File: src/rtl/key_timer.sv
// key_timer: key-driven run/pause interval timer with tick strobe and wrapping event count
module key_timer #(
    parameter int DIV_BASE = 5_000_000,
    parameter int COUNT_W  = 8
) (
    input  logic               clk,
    input  logic               rst,
    input  logic               key0,
    input  logic               key_interval,
    output logic               tick,
    output logic [COUNT_W-1:0] count,
    output logic               running,
    output logic [1:0]         interval_sel
);
    localparam int PW = $clog2(8 * DIV_BASE);

    typedef enum logic [1:0] {IDLE, RUN, PAUSED} state_t;

    state_t        state;
    logic [PW-1:0] pre;
    logic [PW-1:0] last;

    assign last    = PW'((DIV_BASE << interval_sel) - 1);
    assign running = (state == RUN);

    // clear beats interval step beats run control beats counting; a step discards a same-edge terminal count
    always_ff @(posedge clk or posedge rst) begin
        if (rst) begin
            state        <= IDLE;
            pre          <= '0;
            count        <= '0;
            interval_sel <= '0;
            tick         <= 1'b0;
        end else begin
            tick <= 1'b0;
            if (key0 && key_interval) begin
                state        <= IDLE;
                pre          <= '0;
                count        <= '0;
                interval_sel <= '0;
            end else if (key_interval) begin
                interval_sel <= interval_sel + 2'd1;
                pre          <= '0;
            end else if (key0) begin
                state <= (state == RUN) ? PAUSED : RUN;
            end else if (state == RUN) begin
                if (pre == last) begin
                    pre   <= '0;
                    count <= count + 1'b1;
                    tick  <= 1'b1;
                end else begin
                    pre <= pre + 1'b1;
                end
            end
        end
    end
endmodule

File: config.mk
export PLATFORM = sky130hd
export DESIGN_NAME = key_timer
export DESIGN_NICKNAME = d
export VERILOG_FILES = /design/src/rtl/key_timer.sv
export SDC_FILE = /design/constraint.sdc
export NUM_CORES = 1
export LEC_CHECK = 0
export ABC_CLOCK_PERIOD_IN_PS = 5990
export BUFFER_PORTS_ARGS = -buffer_cell sky130_fd_sc_hd__buf_2
export CORE_ASPECT_RATIO = 1.75
export CORE_MARGIN = 2
export CORE_UTILIZATION = 65
export CTS_CLUSTER_SIZE = 40
export DETAILED_ROUTE_END_ITERATION = 6
export PLACE_DENSITY = 0.84
export SLEW_MARGIN = 20
export SYNTH_ARGS = -nofsm -noshare
export SYNTH_HDL_FRONTEND = slang
export SYNTH_SLANG_ARGS = --single-unit
File: constraint.sdc
create_clock -name clk -period 5.99 [get_ports clk]
set_input_delay 0 -clock clk [delete_from_list [all_inputs] [get_ports clk]]
set_output_delay 0 -clock clk [all_outputs]
set_load 0.05 [all_outputs]
==> parameters.txt, run 1 <==
Parameter                              Value

Yosys
  Share of synthesized registers carrying an async set or reset    100.0%
  Synth warn    0
  Largest family of logic cells by synthesized area    simple AND/OR/NAND/NOR gates
  Commonest register cell after synthesis    sky130_fd_sc_hd__dfrtp_1
  Synthesized area per cell    between 8 and 9 sq um
  Top area cells in the synthesized netlist    sky130_fd_sc_hd__dfrtp_1 38%, sky130_fd_sc_hd__nand3_1 7.0%, sky130_fd_sc_hd__nand2_1 6.4%
  Flops & latches, synth    39
  XOR/XNOR share of the synthesized area    4.068%
  Mux contribution to synthesized area    1.985%
  Top cells by count, synth    44 x sky130_fd_sc_hd__nand2_1, 39 x sky130_fd_sc_hd__dfrtp_1, 36 x sky130_fd_sc_hd__nand3_1
  Share of the synthesized area in the top cell type    roughly 38%
  Synthesized-area fraction occupied by ao, oa, aoi and oai cells    13.95%
  Number of cells produced by synthesis    295
  Post-synthesis net count    311
  Post-synth design cell area    ~2600 sq um
  Adder-cell share of the synthesized area    5.811%
  Number of flops mapped to enable cells by yosys    0
  Cell type contributing the most total cell area after synthesis    sky130_fd_sc_hd__dfrtp_1
  Share of synthesized cell area in and, or, nand and nor gates    30.94%
  Number of unique standard cell types used by synthesis    49
  Top-count cell post-synth    sky130_fd_sc_hd__nand2_1
  Portion of the post-synthesis area used by sequential elements    37.77%

Global routing
  Pin count of the biggest net entering global routing    40
  Number of antenna violations at the first check in global routing    0
  Total congestion overflow after global routing    0
  Global-route wire length before repair    between 10 and 15 mm
  Vias in the first global route    approximately 2200
  Gr usage total    a little under a third

Clock network
  Number of sinks handled by clock tree synthesis    39
  Max Root-Sink Buffers    2
  TritonCTS Buffers    5
  TritonCTS clock tree    yes
  Number of gates resized after cts    0
  Root Buffer Master    sky130_fd_sc_hd__clkbuf_8
  # Post-CTS Setup Buffers    0
  Clock transition time at the flip-flop clock pins of the worst setup and hold paths    0.08 ns
  Clock Latency Late Sink    0.30 ns
  H-tree levels    2

Place
  Final GP Congestion    0.9343
  Detailed Place HPWL    4.288 mm
  Count of buffers from port buffering    15
  Cell area after placement    2666 sq um
  DP Cell Count    347
  Placement-stage worst setup slack    2.930 ns

Routing
  Final routed DRC violation total    0
  Iteration count of the initial detailed-routing pass    5
  WL per Instance    16.97 um
  Number of DRC markers in iteration 0    84
  Number of vias after detailed routing    2262
  Post-detailed-route count of antenna-violating nets    0
  Avg Vias per Cell    6.372
  Final wirelength    between 6 and 7 mm

Finish
  Number of nets in the layout    323
  Synthesis-to-finish area growth    6.973%
  ANT cells    0
  Number of fillers in the final layout    313
  Share of cells above drive strength 1    13.03%
  Post-route cell area    roughly 2800 sq um
  Non-filler instance count after layout    355

Power
  Cell area power density    252.7 nW/um^2
  Clock share of power    a little over a quarter
  Max VDD drop    182.3 uV
  Sequential group share of total power    41.6%
  Leak Pwr    1.172 nW
  Sw Ratio    36.89%
  Gate power share    a little under a third
  Internal power contribution    0.4408 mW
  Switching component of the power    0.2577 mW

STA
  Count of endpoints failing hold in the final timing report    0
  Number of slew-limit violations in the final report    0
  Final setup fails    0
  Max Fclk    between 300 and 400 MHz
  Transition time of the tightest slew-check pin    1.121 ns
  RSZ-0062 raised after global routing    false
  Final worst setup slack    2.889 ns
  Minimum clock period after layout    3.101 ns
  Post-route setup TNS    0 ns
  Worst clock skew on the final layout    0.007090 ns
  Fin Hold WS    0.05941 ns
  Max_slew headroom    between 20% and 30%
  Post-route clock period utilization    51.77%

Worst setup path
  Crit path max fanout    23
  Kind of start point of the critical path    flop
  Slowest Stage Delay on Critical Path    0.93 ns
  Required time of the critical path    6.21 ns
  Path depth of the worst reg2reg path    10
  WS Path Type    flop to flop
  Number of buffers and inverters on the critical path    2
  Worst path slowest cell    sky130_fd_sc_hd__a31oi_2
  Kind of cell with the highest combined delay on the critical path    compound AO/OA/AOI/OAI gates
  Arr. time, crit path    3.33 ns
  Number of stages on the worst setup path    10
  Cell Chain, Critical Path    inv_1, ha_1, inv_1, ha_1, nor4bb_1, and3_1, xnor2_1, a31oi_2, a21oi_1, mux2i_1
  Kind of end point of the critical path    flop

Die
  Core area    3829 sq um
  Die X-Extent    51.66 um
  Row Count    30
  Floorplan die height    87.41 um
  Area of the die    4515 sq um
  Boundary pin count    16
  Initial core utilization    67.48%

Flow run
  Max_cap viols    0

Hold path
  Hold Path Class    input pin to flop
  Hold Path Stages    4

Run status
  Outcome    finished, final reports clean
## cell families (layout without fill, tap and decap cells)
logic type               after synthesis  in the layout
AO/OA/AOI/OAI                         48             48
buffers and inverters                 30             42
AND/OR/NAND/NOR                      149            149
multiplexers                           5              5
XOR/XNOR                              12             12
adder cells (fa/ha/maj)               12             12
flip-flops                            39             39
## layer usage
layer,vias up,part of all wire (%),GRT usage (%)
met5,-,0,0
met4,0,4.1,16.99
met3,23,3.5,5.326
met2,66,54,53.38
met1,1072,39,33.00
li1,1101,-,-
## flip-flops by register name (all words and copies together), names as in the netlist
register,flops
count,8
tick,1
state,2
pre,26
interval_sel,2
## power groups by stage
| stage | registers, mW | logic, mW | clock network [mW] |
|---|---|---|---|
| floorplan | 0.317 | 0.146 | 0 |
| global placement | 0.294 | 0.214 | 0 |
| detailed placement | 0.295 | 0.220 | 0 |
| CTS | 0.290 | 0.222 | 0.185 |
| global route | 0.293 | 0.241 | 0.196 |
| finish | 0.290 | 0.222 | 0.186 |
## timing repair
action                     in CTS  in global routing
setup endpoints to repair       0                  0
hold buffers                    1                  0
hold endpoints to repair       39                  0
## final cells by class
cell class              count  area, sq um  share of cell area [%]
inverters                  16        60.06                   2.173
well taps                  48        60.06                   2.173
clock inverters             1        5.005                  0.1811
clock buffers               6        82.58                   2.988
flip-flops and latches     39        975.9                   35.31
multi-input cells         226         1473                   53.28
repair buffers             19        107.6                   3.893
## final timing paths
path                                                   from                    to  slack (ns)
worst max register to register  interval_sel[1]$_DFFE_PP0P_    pre[3]$_DFFE_PP0P_        2.89
worst min register to register         state[1]$_DFFE_PP0P_  state[1]$_DFFE_PP0P_        0.50
worst max-delay path            interval_sel[1]$_DFFE_PP0P_    pre[3]$_DFFE_PP0P_        2.89
worst min-delay path                                   key0  state[1]$_DFFE_PP0P_        0.06
min in group asynchronous                               rst  count[1]$_DFFE_PP0P_        0.36
max in group asynchronous                               rst    pre[2]$_DFFE_PP0P_        5.28
## cells in the final DEF (no fill, tap or decap), types with 2 or more instances in the layout
cell,instances
sky130_fd_sc_hd__nand2_1,44
sky130_fd_sc_hd__dfrtp_1,39
sky130_fd_sc_hd__nand3_1,36
sky130_fd_sc_hd__nor2_1,17
sky130_fd_sc_hd__inv_1,16
sky130_fd_sc_hd__buf_2,15
sky130_fd_sc_hd__o21ai_0,13
sky130_fd_sc_hd__ha_1,12
sky130_fd_sc_hd__o311ai_0,10
sky130_fd_sc_hd__xnor2_1,9
sky130_fd_sc_hd__nand4_1,9
sky130_fd_sc_hd__or3_1,6
sky130_fd_sc_hd__nor3_1,6
sky130_fd_sc_hd__clkbuf_8,6
sky130_fd_sc_hd__or4_1,5
sky130_fd_sc_hd__nor4_1,5
sky130_fd_sc_hd__mux2i_1,4
sky130_fd_sc_hd__a21oi_1,4
sky130_fd_sc_hd__and3_1,3
sky130_fd_sc_hd__nor4bb_1,3
sky130_fd_sc_hd__xor2_1,3
sky130_fd_sc_hd__o211ai_1,3
sky130_fd_sc_hd__o21a_1,3
sky130_fd_sc_hd__buf_4,3
sky130_fd_sc_hd__or3_2,2
sky130_fd_sc_hd__a22oi_1,2
sky130_fd_sc_hd__and4_1,2
sky130_fd_sc_hd__nor2b_1,2
sky130_fd_sc_hd__a221o_1,2
sky130_fd_sc_hd__o31a_2,2
sky130_fd_sc_hd__a22o_1,2
## stage by stage
stage / util (%) / power [mW]
CTS: 72.19 / 0.6975
finish: 72.19 / 0.6985
global placement: 69.64 / 0.5081
global route: 72.19 / 0.7294
detailed placement: 69.64 / 0.5150
floorplan: - / 0.4630
## worst min-delay path, delay by kind of cell
| kind | cells | cell delay, ns |
|---|---|---|
| simple gates | 1 | 0.07 |
| compound gates | 2 | 0.13 |
| buf+inv | 1 | 0.13 |
Power figures use the tool's default switching activity.
==> run 2: changes to the inputs <==
ABC_CLOCK_PERIOD_IN_PS = 2900   (was 5990)
CORE_UTILIZATION = 61   (was 65)
PLACE_DENSITY = 0.8   (was 0.84)
clock period = 2.9 ns   (was 5.99 ns; I/O delays follow)
==> run 2 against run 1 <==
Fmax rose by 13%; flip-flop and latch count did not move; critical path type unchanged; highest routed layer unchanged; clock-buffer cell count is 1 lower; wire length increased by 1.9%; design area up 2.4%; sequential share of layout area shrank 0.77 points; critical path depth did not move; combinational power is 110% higher.
==> parameters.txt, run 2 (synthesized netlist as in run 1, its figures left out) <==
Parameter                              Value

Worst setup path
  Number of stages on the worst setup path    10 (unchanged)
  WS Path Type    flop to flop
  Kind of end point of the critical path    flop
  Cell Chain, Critical Path    inv_1, ha_1, inv_1, ha_1, nor4bb_1, and3_1, xnor2_1, nand4b_4, or4_1, a21oi_1
  Worst path slowest cell    sky130_fd_sc_hd__or4_1
  Slowest Stage Delay on Critical Path    0.55 ns (-0.38 ns)
  Startpoint of the lowest-slack register-to-register path    interval_sel[0]$_DFFE_PP0P_
  Kind of start point of the critical path    flop
  Arr. time, crit path    2.97 ns (-0.36 ns)
  Crit path from    interval_sel[0]$_DFFE_PP0P_
  Crit path max fanout    10 (-57%)
  Required time of the critical path    3.13 ns (-3.08 ns)
  Kind of cell with the highest combined delay on the critical path    simple AND/OR/NAND/NOR gates
  Path depth of the worst reg2reg path    10 (unchanged)
  Number of buffers and inverters on the critical path    2 (unchanged)

Flow run
  Max_cap viols    0 (unchanged)

Global routing
  Total congestion overflow after global routing    0 (unchanged)
  Global-route wire length before repair    10.44 mm (+2.1%)
  Gr usage total    29.03% (-1.2 points)
  Vias in the first global route    2311 (+4.3%)
  Number of antenna violations at the first check in global routing    0 (unchanged)
  Pin count of the biggest net entering global routing    27 (-33%)

Finish
  Non-filler instance count after layout    362 (+2.0%)
  Largest register FFs    26 (unchanged)
  Share of cells above drive strength 1    15.02% (+2.0 points)
  FF+latch area    977.2 sq um (+0.13%)
  Final core utilization    68.81% (-3.4 points)
  Post-route cell area    2829 sq um (+2.4%)
  Commonest cells after routing, fill and taps aside    44 x sky130_fd_sc_hd__nand2_1, 38 x sky130_fd_sc_hd__dfrtp_1, 36 x sky130_fd_sc_hd__nand3_1, 17 x sky130_fd_sc_hd__nor2_1, 16 x sky130_fd_sc_hd__inv_1
  Synthesis-to-finish area growth    9.491%
  Most common cell after layout, fill and taps aside    sky130_fd_sc_hd__nand2_1
  Number of nets in the layout    328 (+1.5%)
  Area occupied by multi-input gates    1473 sq um (unchanged)
  Top register by number of flip-flops    pre
  ANT cells    0 (unchanged)
  Number of fillers in the final layout    354 (+13%)
  Largest registers in the final layout    pre (26), count (8)

Clock network
  H-tree levels    2 (unchanged)
  Root Buffer Master    sky130_fd_sc_hd__clkbuf_8
  Max Root-Sink Buffers    2 (unchanged)
  # Post-CTS Setup Buffers    0 (unchanged)
  Number of sinks handled by clock tree synthesis    39 (unchanged)
  Clock Latency Late Sink    0.30 ns (about the same)
  Clock transition time at the flip-flop clock pins of the worst setup and hold paths    0.09 ns (about the same)
  TritonCTS clock tree    yes
  TritonCTS Buffers    5 (unchanged)

Hold path
  Hold Path Stages    3 (-1)
  Hold Path Class    input pin to flop
  Beginning of the worst hold path    key0

STA
  Count of endpoints failing hold in the final timing report    0 (unchanged)
  Final worst setup slack    0.1611 ns (-2.728 ns)
  Worst clock skew on the final layout    0.01210 ns (+0.005006 ns)
  Minimum clock period after layout    2.739 ns (-0.3619 ns)
  Transition time of the tightest slew-check pin    0.9072 ns (-0.2139 ns)
  Post-route setup TNS    0 ns (unchanged)
  RSZ-0062 raised after global routing    true
  Post-route clock period utilization    94.45% (+43 points)
  Final setup fails    0 (unchanged)
  Max Fclk    365.1 MHz (+13%)
  Fin Hold WS    0.05809 ns (-0.001320 ns)
  Number of slew-limit violations in the final report    0 (unchanged)
  Max_slew headroom    39.45% (+14 points)

Place
  Placement-stage worst setup slack    0.1524 ns (-2.777 ns)
  Final GP Congestion    0.8931 (-4.4%)
  DP Cell Count    353 (+1.7%)
  Detailed Place HPWL    4.441 mm (+3.6%)
  Count of buffers from port buffering    15 (unchanged)
  Cell area after placement    2705 sq um (+1.5%)

Power
  Max VDD drop    563.1 uV (+210%)
  Overall Power    1.527 mW (+120%)
  Leak Pwr    1.196 nW (+2.1%)
  Cell area power density    539.7 nW/um^2 (+110%)

Die
  Row Count    31 (+3.3%)
  Die X-Extent    53.20 um (+3.0%)
  Core area    4111 sq um (+7.4%)
  Initial core utilization    62.84% (-4.6 points)
  Boundary pin count    16 (unchanged)
  Area of the die    4793 sq um (+6.1%)
  Floorplan die height    90.10 um (+3.1%)

Routing
  Number of vias after detailed routing    2276 (+0.62%)
  Number of DRC markers in iteration 0    81 (-3.6%)
  WL per Instance    16.96 um (about the same)
  Post-detailed-route count of antenna-violating nets    0 (unchanged)
  Final routed DRC violation total    0 (unchanged)
  Iteration count of the initial detailed-routing pass    4 (-1)
  Avg Vias per Cell    6.287 (-1.3%)
  Final wirelength    6.139 mm (+1.9%)

Run status
  Outcome    finished, final reports clean
run 2: area by class of cell:
class	instances	share of cell area (%)
Multi-Input combinational cell	226	52.06
Sequential cell	39	34.54
Timing Repair Buffer	24	5.130
Clock buffer	5	2.433
Tap cell	49	2.167
Inverter	16	2.123
Clock inverter	3	1.548
run 2: path summary, 6_finish.rpt:
kind                                         to  slack, ns
setup / recovery           count[5]$_DFFE_PP0P_       0.16
hold / removal             state[1]$_DFFE_PP0P_       0.06
setup reg to reg           count[5]$_DFFE_PP0P_       0.16
hold reg to reg            state[1]$_DFFE_PP0P_       0.50
max in group asynchronous   pre[17]$_DFFE_PP0P_       1.69
min in group asynchronous  count[1]$_DFFE_PP0P_       0.43
run 2: per-layer routing:
| layer | global-route usage [%] | vias to the layer above | share of wire (%) |
|---|---|---|---|
| met5 | 0 | - | 0 |
| met4 | 15.60 | 0 | 4.3 |
| met3 | 3.654 | 18 | 3.5 |
| met2 | 51.46 | 55 | 54 |
| met1 | 31.54 | 1090 | 38 |
| li1 | - | 1113 | - |
run 2: power by group:
part,switching (mW),leakage (nW),internal (mW),total [mW]
sequential,0.0202,0.529,0.566,0.586
clock,0.208,0.0581,0.256,0.464
combinational,0.309,0.610,0.169,0.477
total,0.536,1.20,0.990,1.53
run 2: worst min-delay path, delay by kind of cell:
kind / cells / cell delay, ns
compound gates: 1 / 0.09
buf+inv: 2 / 0.23
run 2: what timing repair did:
item	in CTS	in global routing
hold buffers	1	0
resized for setup	0	3
setup endpoints to repair	0	12
endpoints found under the hold margin	22	0
==> run 3: changes to the inputs <==
CAP_MARGIN = 15   (was default)
CORE_UTILIZATION = 60   (was 61)
PLACE_DENSITY = 0.79   (was 0.8)
==> run 3 against run 2 <==
Combinational power is essentially flat; global-route usage shrank 0.14 points; clock-buffer cell count is the same; wire length shrank 1.7%; design area grew 0.71%; die area grew 1.6%; via count grew 0.97%; critical path depth is the same; highest routed layer unchanged; largest power group unchanged; clock power shrank 2%; sequential share of layout area shrank 0.24 points; final cell count grew 0.28%; register-to-register slack gained 0.03 ns.
==> parameters.txt, run 3 (synthesized netlist as in run 1, its figures left out) <==
Parameter                              Value

Clock network
  Clock transition time at the flip-flop clock pins of the worst setup and hold paths    0.08 ns (about the same)
  Max Root-Sink Buffers    2 (unchanged)
  Root Buffer Master    sky130_fd_sc_hd__clkbuf_8
  Clock Latency Late Sink    0.30 ns (about the same)
  TritonCTS Buffers    5 (unchanged)
  Number of sinks handled by clock tree synthesis    39 (unchanged)
  H-tree levels    2 (unchanged)
  TritonCTS clock tree    yes

Place
  Placement-stage worst setup slack    0.1646 ns (+0.01227 ns)
  Cell area after placement    2725 sq um (+0.74%)
  Detailed Place HPWL    4.476 mm (+0.78%)
  DP Cell Count    354 (+0.28%)
  Final GP Congestion    0.8699 (-2.6%)
  Count of buffers from port buffering    15 (unchanged)

Global routing
  Vias in the first global route    2258 (-2.3%)
  Pin count of the biggest net entering global routing    40 (+48%)
  Gr usage total    28.88% (-0.14 points)
  Global-route wire length before repair    10.49 mm (+0.47%)
  Total congestion overflow after global routing    0 (unchanged)
  Number of antenna violations at the first check in global routing    0 (unchanged)

Run status
  Outcome    finished, final reports clean

Worst setup path
  WS Path Type    flop to flop
  Crit path max fanout    10 (unchanged)
  Kind of end point of the critical path    flop
  Worst path slowest cell    sky130_fd_sc_hd__or4_1
  Cell Chain, Critical Path    inv_1, ha_1, inv_1, ha_1, nor4bb_1, and3_1, xnor2_1, nand4b_4, or4_1, a21oi_1
  Slowest Stage Delay on Critical Path    0.56 ns (about the same)
  Arr. time, crit path    2.94 ns (-0.03 ns)
  Required time of the critical path    3.13 ns (about the same)
  Kind of start point of the critical path    flop

Routing
  Final routed DRC violation total    0 (unchanged)
  Number of DRC markers in iteration 0    60 (-26%)
  Avg Vias per Cell    6.331 (+0.69%)
  Final wirelength    6.037 mm (-1.7%)
  WL per Instance    16.63 um (-1.9%)
  Iteration count of the initial detailed-routing pass    4 (unchanged)
  Post-detailed-route count of antenna-violating nets    0 (unchanged)
  Number of vias after detailed routing    2298 (+0.97%)

Finish
  Number of nets in the layout    329 (+0.30%)
  Share of cells above drive strength 1    15.29% (+0.27 points)
  Synthesis-to-finish area growth    10.27%
  Non-filler instance count after layout    363 (+0.28%)
  Final core utilization    68.65% (-0.16 points)
  Largest registers in the final layout    pre (26), count (8)
  Top register by number of flip-flops    pre
  Largest register FFs    26 (unchanged)
  Number of fillers in the final layout    315 (-11%)
  Post-route cell area    2849 sq um (+0.71%)
  Most common cell after layout, fill and taps aside    sky130_fd_sc_hd__nand2_1
  ANT cells    0 (unchanged)
  Commonest cells after routing, fill and taps aside    44 x sky130_fd_sc_hd__nand2_1, 38 x sky130_fd_sc_hd__dfrtp_1, 36 x sky130_fd_sc_hd__nand3_1, 17 x sky130_fd_sc_hd__nor2_1, 16 x sky130_fd_sc_hd__inv_1

Power
  Overall Power    1.519 mW (-0.49%)
  Max VDD drop    513.7 uV (-8.8%)
  Leak Pwr    1.214 nW (+1.5%)
  Cell area power density    533.3 nW/um^2 (-1.2%)

STA
  Transition time of the tightest slew-check pin    0.4990 ns (-0.4083 ns)
  Final worst setup slack    0.1898 ns (+0.02876 ns)
  Final setup fails    0 (unchanged)
  Post-route setup TNS    0 ns (unchanged)
  Count of endpoints failing hold in the final timing report    0 (unchanged)
  Max Fclk    369.0 MHz (+1.1%)
  Max_slew headroom    66.74% (+27 points)
  Number of slew-limit violations in the final report    0 (unchanged)
  Worst clock skew on the final layout    0.008255 ns (-0.003841 ns)
  Post-route clock period utilization    93.45% (-0.99 points)
  Fin Hold WS    0.08460 ns (+0.02651 ns)
  Minimum clock period after layout    2.710 ns (-0.02876 ns)
  RSZ-0062 raised after global routing    false

Die
  Core area    4150 sq um (+0.94%)
  Row Count    31 (unchanged)
  Boundary pin count    16 (unchanged)
  Initial core utilization    62.26% (-0.59 points)
  Floorplan die height    90.81 um (+0.79%)
  Area of the die    4868 sq um (+1.6%)
  Die X-Extent    53.61 um (+0.77%)

Flow run
  Max_cap viols    0 (unchanged)

Hold path
  Hold Path Class    input pin to flop
[run 3: cell count changes in the layout (fill, tap and decap cells not counted), sizes merged]
| cell | delta |
|---|---|
| buf | +1 |
[run 3: cell type report]
| cell class | instances | area (sq um) | share of cell area [%] |
|---|---|---|---|
| well taps | 49 | 61.31 | 2.152 |
| repair buffers | 25 | 165.2 | 5.797 |
| multi-input cells | 226 | 1473 | 51.69 |
| flip-flops and latches | 39 | 977.2 | 34.30 |
| clock buffers | 5 | 68.82 | 2.415 |
| inverters | 16 | 60.06 | 2.108 |
| clock inverters | 3 | 43.79 | 1.537 |
[run 3: timing repair]
item | CTS | global route
hold endpoints to repair | 39 | 0
resized for setup | 0 | 1
buffers inserted | 0 | 0
hold buffers | 1 | 0
endpoints found under the setup margin | 0 | 1
[run 3: worst max-delay path: cells and delay by family, from the launching register on]
| family | cells | cell delay (ns) |
|---|---|---|
| compound gates | 1 | 0.14 |
| xor+xnor | 1 | 0.34 |
| fa+ha+maj | 2 | 0.38 |
| buf+inv | 2 | 0.20 |
| flops | 1 | 0.47 |
| simple gates | 4 | 1.12 |
[run 3: path summary, 6_finish.rpt]
path	startpoint	to	slack [ns]	cells past startpoint
worst max-delay path	interval_sel[0]$_DFFE_PP0P_	count[5]$_DFFE_PP0P_	0.19	10
worst min register to register	state[1]$_DFFE_PP0P_	state[1]$_DFFE_PP0P_	0.52	2
max in group asynchronous	rst	interval_sel[0]$_DFFE_PP0P_	2.17	4
worst min-delay path	key_interval	interval_sel[0]$_DFFE_PP0P_	0.08	3
min in group asynchronous	rst	pre[5]$_DFFE_PP0P_	0.34	4
worst max register to register	interval_sel[0]$_DFFE_PP0P_	count[5]$_DFFE_PP0P_	0.19	10
[run 3: power by group]
part / switching [mW] / internal [mW] / leakage [nW] / total [mW]
clock: 0.199 / 0.256 / 0.0581 / 0.455
sequential: 0.0212 / 0.566 / 0.529 / 0.587
combinational: 0.307 / 0.171 / 0.627 / 0.477
[run 3: metal layers]
layer	track usage, %	wire, um
met5	0	0
met1	32.86	2284
met2	48.87	3198
met3	5.132	206
met4	14.96	348
